`src/rtl/axil_ipif_bridge.sv`:
```
// AXI4-Lite slave to single chip-select Bus2IP/IP2Bus bridge: one outstanding
// transaction, BAR decode, data-phase timeout and SLVERR generation.
module axil_ipif_bridge #(
   parameter int C_S_AXI_DATA_WIDTH = 32,
   parameter int C_S_AXI_ADDR_WIDTH = 32,
   parameter int C_USE_WSTRB        = 0,
   parameter int C_DPHASE_TIMEOUT   = 8,
   parameter logic [C_S_AXI_ADDR_WIDTH-1:0] C_BAR0_BASEADDR = '1,
   parameter logic [C_S_AXI_ADDR_WIDTH-1:0] C_BAR0_HIGHADDR = '0
) (
   input  logic                              S_AXI_ACLK,
   input  logic                              S_AXI_ARESETN,
   input  logic [C_S_AXI_ADDR_WIDTH-1:0]     S_AXI_AWADDR,
   input  logic                              S_AXI_AWVALID,
   output logic                              S_AXI_AWREADY,
   input  logic [C_S_AXI_DATA_WIDTH-1:0]     S_AXI_WDATA,
   input  logic [C_S_AXI_DATA_WIDTH/8-1:0]   S_AXI_WSTRB,
   input  logic                              S_AXI_WVALID,
   output logic                              S_AXI_WREADY,
   output logic [1:0]                        S_AXI_BRESP,
   output logic                              S_AXI_BVALID,
   input  logic                              S_AXI_BREADY,
   input  logic [C_S_AXI_ADDR_WIDTH-1:0]     S_AXI_ARADDR,
   input  logic                              S_AXI_ARVALID,
   output logic                              S_AXI_ARREADY,
   output logic [C_S_AXI_DATA_WIDTH-1:0]     S_AXI_RDATA,
   output logic [1:0]                        S_AXI_RRESP,
   output logic                              S_AXI_RVALID,
   input  logic                              S_AXI_RREADY,
   output logic                              Bus2IP_Clk,
   output logic                              Bus2IP_Resetn,
   output logic [C_S_AXI_ADDR_WIDTH-1:0]     Bus2IP_Addr,
   output logic                              Bus2IP_CS,
   output logic                              Bus2IP_RNW,
   output logic [C_S_AXI_DATA_WIDTH-1:0]     Bus2IP_Data,
   output logic [C_S_AXI_DATA_WIDTH/8-1:0]   Bus2IP_BE,
   input  logic [C_S_AXI_DATA_WIDTH-1:0]     IP2Bus_Data,
   input  logic                              IP2Bus_RdAck,
   input  logic                              IP2Bus_WrAck,
   input  logic                              IP2Bus_Error
);

   localparam int BEW = C_S_AXI_DATA_WIDTH / 8;
   localparam int TW  = (C_DPHASE_TIMEOUT > 1) ? $clog2(C_DPHASE_TIMEOUT) : 1;
   localparam logic [TW-1:0] T_LAST = TW'((C_DPHASE_TIMEOUT > 0) ? C_DPHASE_TIMEOUT - 1 : 0);
   localparam logic [1:0] RESP_OKAY   = 2'b00;
   localparam logic [1:0] RESP_SLVERR = 2'b10;

   typedef enum logic [2:0] {IDLE, RD_ACCESS, WR_ACCESS, RD_RESP, WR_RESP} state_t;

   state_t                        state_q, state_d;
   logic                          awready_q, awready_d;
   logic                          wready_q, wready_d;
   logic                          arready_q, arready_d;
   logic                          bvalid_q, bvalid_d;
   logic                          rvalid_q, rvalid_d;
   logic [1:0]                    bresp_q, bresp_d;
   logic [1:0]                    rresp_q, rresp_d;
   logic [C_S_AXI_DATA_WIDTH-1:0] rdata_q, rdata_d;
   logic [C_S_AXI_ADDR_WIDTH-1:0] addr_q, addr_d;
   logic [C_S_AXI_DATA_WIDTH-1:0] wdata_q, wdata_d;
   logic [BEW-1:0]                be_q, be_d;
   logic                          cs_q, cs_d;
   logic                          rnw_q, rnw_d;
   logic                          last_wr_q, last_wr_d;
   logic [TW-1:0]                 timer_q, timer_d;

   logic in_range;
   logic wr_elig;
   logic timed_out;

   assign in_range  = (addr_q >= C_BAR0_BASEADDR) && (addr_q <= C_BAR0_HIGHADDR);
   assign wr_elig   = S_AXI_AWVALID && S_AXI_WVALID;
   assign timed_out = (C_DPHASE_TIMEOUT != 0) && (timer_q == T_LAST);

   // NOTE: every _d gets its hold value first, so no path through the case can infer a latch.
   always_comb begin
      state_d   = state_q;
      awready_d = 1'b0;
      wready_d  = 1'b0;
      arready_d = 1'b0;
      bvalid_d  = bvalid_q;
      rvalid_d  = rvalid_q;
      bresp_d   = bresp_q;
      rresp_d   = rresp_q;
      rdata_d   = rdata_q;
      addr_d    = addr_q;
      wdata_d   = wdata_q;
      be_d      = be_q;
      cs_d      = cs_q;
      rnw_d     = rnw_q;
      last_wr_d = last_wr_q;
      timer_d   = timer_q;

      case (state_q)
         IDLE: begin
            // The READY pulse cycle is the grant cycle; decode the latched address as it ends.
            if (arready_q) begin
               if (in_range) begin
                  state_d = RD_ACCESS;
                  cs_d    = 1'b1;
                  timer_d = '0;
               end else begin
                  state_d  = RD_RESP;
                  rvalid_d = 1'b1;
                  rresp_d  = RESP_SLVERR;
                  rdata_d  = '0;
               end
            end else if (awready_q) begin
               if (in_range) begin
                  state_d = WR_ACCESS;
                  cs_d    = 1'b1;
                  timer_d = '0;
               end else begin
                  state_d  = WR_RESP;
                  bvalid_d = 1'b1;
                  bresp_d  = RESP_SLVERR;
               end
            end else if (S_AXI_ARVALID && (!wr_elig || last_wr_q)) begin
               arready_d = 1'b1;
               addr_d    = S_AXI_ARADDR;
               be_d      = '1;
               rnw_d     = 1'b1;
            end else if (wr_elig) begin
               awready_d = 1'b1;
               wready_d  = 1'b1;
               addr_d    = S_AXI_AWADDR;
               wdata_d   = S_AXI_WDATA;
               be_d      = (C_USE_WSTRB != 0) ? S_AXI_WSTRB : '1;
               rnw_d     = 1'b0;
            end
         end
         RD_ACCESS: begin
            if (IP2Bus_RdAck) begin
               state_d  = RD_RESP;
               cs_d     = 1'b0;
               rvalid_d = 1'b1;
               rdata_d  = IP2Bus_Data;
               rresp_d  = IP2Bus_Error ? RESP_SLVERR : RESP_OKAY;
            end else if (timed_out) begin
               state_d  = RD_RESP;
               cs_d     = 1'b0;
               rvalid_d = 1'b1;
               rdata_d  = '0;
               rresp_d  = RESP_SLVERR;
            end else begin
               timer_d = timer_q + TW'(1);
            end
         end
         WR_ACCESS: begin
            if (IP2Bus_WrAck) begin
               state_d  = WR_RESP;
               cs_d     = 1'b0;
               bvalid_d = 1'b1;
               bresp_d  = IP2Bus_Error ? RESP_SLVERR : RESP_OKAY;
            end else if (timed_out) begin
               state_d  = WR_RESP;
               cs_d     = 1'b0;
               bvalid_d = 1'b1;
               bresp_d  = RESP_SLVERR;
            end else begin
               timer_d = timer_q + TW'(1);
            end
         end
         RD_RESP: begin
            if (S_AXI_RREADY) begin
               state_d   = IDLE;
               rvalid_d  = 1'b0;
               last_wr_d = 1'b0;
            end
         end
         WR_RESP: begin
            if (S_AXI_BREADY) begin
               state_d   = IDLE;
               bvalid_d  = 1'b0;
               last_wr_d = 1'b1;
            end
         end
         default: state_d = IDLE;
      endcase
   end

   // NOTE: non-blocking assignments only here, so every register samples pre-edge values.
   always_ff @(posedge S_AXI_ACLK) begin
      if (!S_AXI_ARESETN) begin
         // NOTE: the data/address latches are reset too, since they drive ports with defined reset values.
         state_q   <= IDLE;
         awready_q <= 1'b0;
         wready_q  <= 1'b0;
         arready_q <= 1'b0;
         bvalid_q  <= 1'b0;
         rvalid_q  <= 1'b0;
         bresp_q   <= RESP_OKAY;
         rresp_q   <= RESP_OKAY;
         rdata_q   <= '0;
         addr_q    <= '0;
         wdata_q   <= '0;
         be_q      <= '1;
         cs_q      <= 1'b0;
         rnw_q     <= 1'b1;
         last_wr_q <= 1'b1;
         timer_q   <= '0;
      end else begin
         state_q   <= state_d;
         awready_q <= awready_d;
         wready_q  <= wready_d;
         arready_q <= arready_d;
         bvalid_q  <= bvalid_d;
         rvalid_q  <= rvalid_d;
         bresp_q   <= bresp_d;
         rresp_q   <= rresp_d;
         rdata_q   <= rdata_d;
         addr_q    <= addr_d;
         wdata_q   <= wdata_d;
         be_q      <= be_d;
         cs_q      <= cs_d;
         rnw_q     <= rnw_d;
         last_wr_q <= last_wr_d;
         timer_q   <= timer_d;
      end
   end

   assign S_AXI_AWREADY = awready_q;
   assign S_AXI_WREADY  = wready_q;
   assign S_AXI_ARREADY = arready_q;
   assign S_AXI_BVALID  = bvalid_q;
   assign S_AXI_BRESP   = bresp_q;
   assign S_AXI_RVALID  = rvalid_q;
   assign S_AXI_RRESP   = rresp_q;
   assign S_AXI_RDATA   = rdata_q;
   assign Bus2IP_Clk    = S_AXI_ACLK;
   assign Bus2IP_Resetn = S_AXI_ARESETN;
   assign Bus2IP_Addr   = addr_q;
   assign Bus2IP_CS     = cs_q;
   assign Bus2IP_RNW    = rnw_q;
   assign Bus2IP_Data   = wdata_q;
   assign Bus2IP_BE     = be_q;

endmodule

```
`config.mk`:
```
export PLATFORM = sky130hd
export DESIGN_NAME = axil_ipif_bridge
export DESIGN_NICKNAME = d
export VERILOG_FILES = /design/src/rtl/axil_ipif_bridge.sv
export SDC_FILE = /design/constraint.sdc
export NUM_CORES = 1
export LEC_CHECK = 0
export BUFFER_PORTS_ARGS = -buffer_cell sky130_fd_sc_hd__buf_4
export CELL_PAD_IN_SITES_DETAIL_PLACEMENT = 0
export CELL_PAD_IN_SITES_GLOBAL_PLACEMENT = 1
export CORE_MARGIN = 2
export CORE_UTILIZATION = 32
export DETAILED_ROUTE_END_ITERATION = 8
export HOLD_SLACK_MARGIN = 0.02
export PLACE_DENSITY = 0.77
export SETUP_SLACK_MARGIN = 0.1
export SLEW_MARGIN = 20
export SYNTH_ARGS = -nofsm -noshare
export SYNTH_HDL_FRONTEND = slang
export SYNTH_SLANG_ARGS = --single-unit
```
`constraint.sdc`:
```
create_clock -name S_AXI_ACLK -period 2.28 [get_ports S_AXI_ACLK]
set_input_delay 0.228 -clock S_AXI_ACLK [delete_from_list [all_inputs] [get_ports S_AXI_ACLK]]
set_output_delay 0.228 -clock S_AXI_ACLK [all_outputs]
set_load 0.01 [all_outputs]
```
==> reports/results.tsv <==
stage	metric	value	unit
run_status	outcome	completed	
grt	global-route track usage on met3	5.241	%
synth	fraction of synthesis flops using an asynchronous set or reset pin	0	%
route	DR WL/cell	15.63	microns
timing	post-route setup TNS	0	ns
grt	global-route wire length before repair	23400	microns
worst_setup_path	cell family contributing the most delay on the critical path	simple AND/OR/NAND/NOR gates	
timing	Finish-stage setup viols	0	
synth	number of warnings reported in the yosys synthesis log	0	
clocking	TritonCTS clock tree	built	
worst_setup_path	Arr. time, crit path	2.38	ns
route	Detail Route Antenna Nets	0	
die	standard-cell row count	43	
pwr	total power draw	0.006864	W
die	I/O Pins	255	
synth	count of flip-flops with a built-in enable after synthesis	0	
route	via total after detailed routing	4601	
worst_hold_path	end point of the worst hold path	S_AXI_RDATA[0]	
grt	number of antenna violations at the first check in global routing	0	
place	count of input and output buffers	244	
worst_setup_path	number of cells traversed by the worst register-to-register path	5	
synth	cell taking the most area after synthesis	sky130_fd_sc_hd__dfxtp_1	
pwr	leakage power	3.159	nW
route	detail-routed via count per cell	5.017	
synth	ys flop type	sky130_fd_sc_hd__dfxtp_1	
pwr	power density of the placed cells	934.1	nW/um^2
die	Die Outline Area	15460	sq um
timing	worst clock skew	0.008040	ns
clocking	clock latency of the later-clocked register in the worst-skew pair	0.46	ns
finish	area growth from synthesis to final layout	58.56	%
die	Initial Utilization	33.13	%
synth	syn avg cell area	9.840	sq um
die	DIE HEIGHT	124.3	microns
worst_setup_path	critical path data required time	2.63	ns
die	Die W	124.3	microns
timing	worst slew pin tran	0.5750	ns
worst_setup_path	terminus of the critical flop-to-flop path	Bus2IP_Data[12]	
finish	number of standard cells in the layout, taps in and fillers out	917	
timing	worst path setup slack after routing	0.2425	ns
run	Max Cap Viol	0	
worst_setup_path	kind of capture point of the worst setup path	flop	
finish	area occupied by registers	2222	sq um
worst_setup_path	type of the worst setup path	reg -> reg	
place	Placer Congestion	0.7883	
grt	met2 capacity usage during global routing	30.79	%
synth	portion of the post-synthesis area used by sequential elements	47.95	%
timing	period utilization	89.36	%
synth	number of instances in the synthesized netlist	471	
finish	net count of the finished layout	879	
grt	gr ovfl total	0	
clocking	clock-pin slew on the worst setup and hold paths	0.07	ns
place	Placed Instances	858	
synth	leading cell type by number of instances after synthesis	sky130_fd_sc_hd__dfxtp_1	
timing	setup repair after global routing missed its margin	no	
worst_setup_path	startpoint class of the critical path	flop	
finish	combined area of the multi-input logic cells	2112	sq um
grt	vias in the first global route	4667	
worst_setup_path	total buffers and inverters traversed by the critical path	1	
route	DRC viols	0	
pwr	worst voltage drop across the vdd grid	0.5117	mV
worst_setup_path	cells along the critical path	or4_4 > or2_4 > buf_4 > o21ai_0 > a21boi_1	
synth	area fraction of the dominant cell type after synthesis	47.95	%
place	Post-Place Setup Slack	0.3051	ns
grt	largest net degree at the start of global routing	49	
grt	GR Layer Usage met1	21.79	%
timing	relative slew slack	61.66	%
route	aggregate routed wire length	14330	microns
worst_hold_path	startpoint of the lowest-slack hold path	IP2Bus_Data[0]	
worst_setup_path	Max Fanout on Critical Path	48	
worst_setup_path	minimum setup slack among reg-to-reg paths	0.24	ns
die	Core Region	13990	sq um
route	violation count after the first detailed-routing iteration	205	
worst_setup_path	beginning of the worst register-to-register path	state_q[0]	
finish	antenna fix cells	0	
worst_hold_path	cell depth of the worst min-delay path	3	
timing	shortest clock period the worst path allows after layout	2.037	ns
timing	final-report hold violation count	0	
synth	top cells by area, synth	sky130_fd_sc_hd__dfxtp_1 48%, sky130_fd_sc_hd__o221a_2 7.5%, sky130_fd_sc_hd__o22a_1 6.0%	
grt	gr usage total	18.35	%
synth	commonest cells in the netlist	111 x sky130_fd_sc_hd__dfxtp_1, 40 x sky130_fd_sc_hd__nand2_1, 38 x sky130_fd_sc_hd__o21ai_0	
synth	mapped cell area	4634	sq um
worst_setup_path	delay of the slowest cell on the worst path	0.56	ns
synth	number of storage elements in the synthesis netlist	111	
finish	count of filler cells inserted in the layout	1272	
finish	proportion of layout cells with a drive suffix above 1	42.20	%
worst_setup_path	Worst path slowest cell	sky130_fd_sc_hd__or4_4	
grt	Most Used Layer, Global Route	met2	
place	hpwl dp	10100	microns
synth	distinct cell type count of the synthesized netlist	39	
clocking	count of buffers added by post-CTS timing repair for setup	0	
timing	Final Slew Violations	0	
route	First-pass DRT Iterations	4	
timing	Fmax	0.4908	GHz
timing	post-route worst hold slack	0.03225	ns
worst_hold_path	class of the tightest hold or removal check	in -> reg	
-- worst max path at each step --
| stage | from | endpoint | cells after the start |
|---|---|---|---|
| floorplan | state_q[1] | Bus2IP_Addr[21] | 6 |
| global route | state_q[0] | Bus2IP_Data[12] | 5 |
| detailed placement | state_q[0] | Bus2IP_Data[19] | 5 |
| global placement | state_q[0] | Bus2IP_Addr[8] | 5 |
| CTS | state_q[0] | Bus2IP_Addr[1] | 5 |
| finish | state_q[0] | Bus2IP_Data[12] | 5 |
-- sequential cells by signal, summed over array words and instances (netlist names), 3 cells and up --
register and flops:
Bus2IP_Data 32, timer_q 3, Bus2IP_Addr 32, S_AXI_RDATA 32
state_q 3
-- cell usage in the layout (no fill, tap or decap), drive strengths merged --
cell type | Yosys | final
buf | 21 | 257
dfxtp | 111 | 111
dlygate4sd3 | 0 | 42
nand2 | 40 | 40
o21ai | 39 | 39
nor2b | 36 | 36
o221a | 33 | 33
a21boi | 33 | 33
a22oi | 32 | 32
o22a | 32 | 32
clkbuf | 34 | 14
nor2 | 10 | 10
inv | 8 | 8
a21oi | 8 | 8
conb | 2 | 7
nor3b | 4 | 4
mux2i | 3 | 3
ha | 3 | 3
and3 | 2 | 2
and2 | 2 | 2
o2111ai | 2 | 2
o41ai | 2 | 2
nand2b | 2 | 2
or4 | 2 | 2
a21o | 2 | 2
clkinv | 0 | 2
a2111o | 1 | 1
xnor2 | 1 | 1
or2 | 1 | 1
a2111oi | 1 | 1
nand3 | 1 | 1
nor4b | 1 | 1
nor3 | 1 | 1
o22ai | 1 | 1
bufinv | 0 | 1
-- kinds of logic after synthesis --
kind of cell | synth area share [%]
AO/OA/AOI/OAI | 31.72
XOR/XNOR | 0.1890
adder cells (fa/ha/maj) | 0.8100
buffers and inverters | 6.992
flip-flops | 47.95
multiplexers | 0.6480
other | 0.1620
AND/OR/NAND/NOR | 11.53
-- worst reg2reg max path: stages (launching register included) --
cell and delay [ns]:
sky130_fd_sc_hd__dfxtp_1 0.32, sky130_fd_sc_hd__or4_4 0.56, sky130_fd_sc_hd__or2_4 0.35, sky130_fd_sc_hd__buf_4 0.30, sky130_fd_sc_hd__o21ai_0 0.31, sky130_fd_sc_hd__a21boi_1 0.09
-- final cells by class --
type / instances / share of cell area [%]
sequential: 111 / 30.24
clock buffer: 15 / 4.563
tap: 180 / 3.065
multi-input combinational: 302 / 28.74
clock inverter: 3 / 0.5959
inverter: 8 / 0.4086
timing repair buffer: 298 / 32.39
-- per-layer routing --
layer  vias to the layer above  routed length [microns]  part of all wire [%]
met4                         0                      391                   2.7
met3                        27                     1027                   7.2
met5                         -                        0                     0
li1                       2242                        -                     -
met2                       203                     6891                    48
met1                      2129                     6024                    42
-- power by group --
part | switching (W) | internal (W)
Combinational | 0.00127 | 0.00120
Clock | 0.000741 | 0.00115
Sequential | 0.000204 | 0.00231
-- through the flow --
step / area (sq um) / util [%]
5_1_grt: 7348 / 52.53
3_3_place_gp: 6556 / 46.87
6_report: 7348 / 52.53
4_1_cts: 7348 / 52.53
2_1_floorplan: 4653 / -
3_5_place_dp: 6556 / 46.87
-- timing repair --
item                      in CTS  in global routing
hold endpoints to repair      42                  0
resized for setup              0                  0
hold buffers                  42                  0
(Power assumes the default switching activity.)
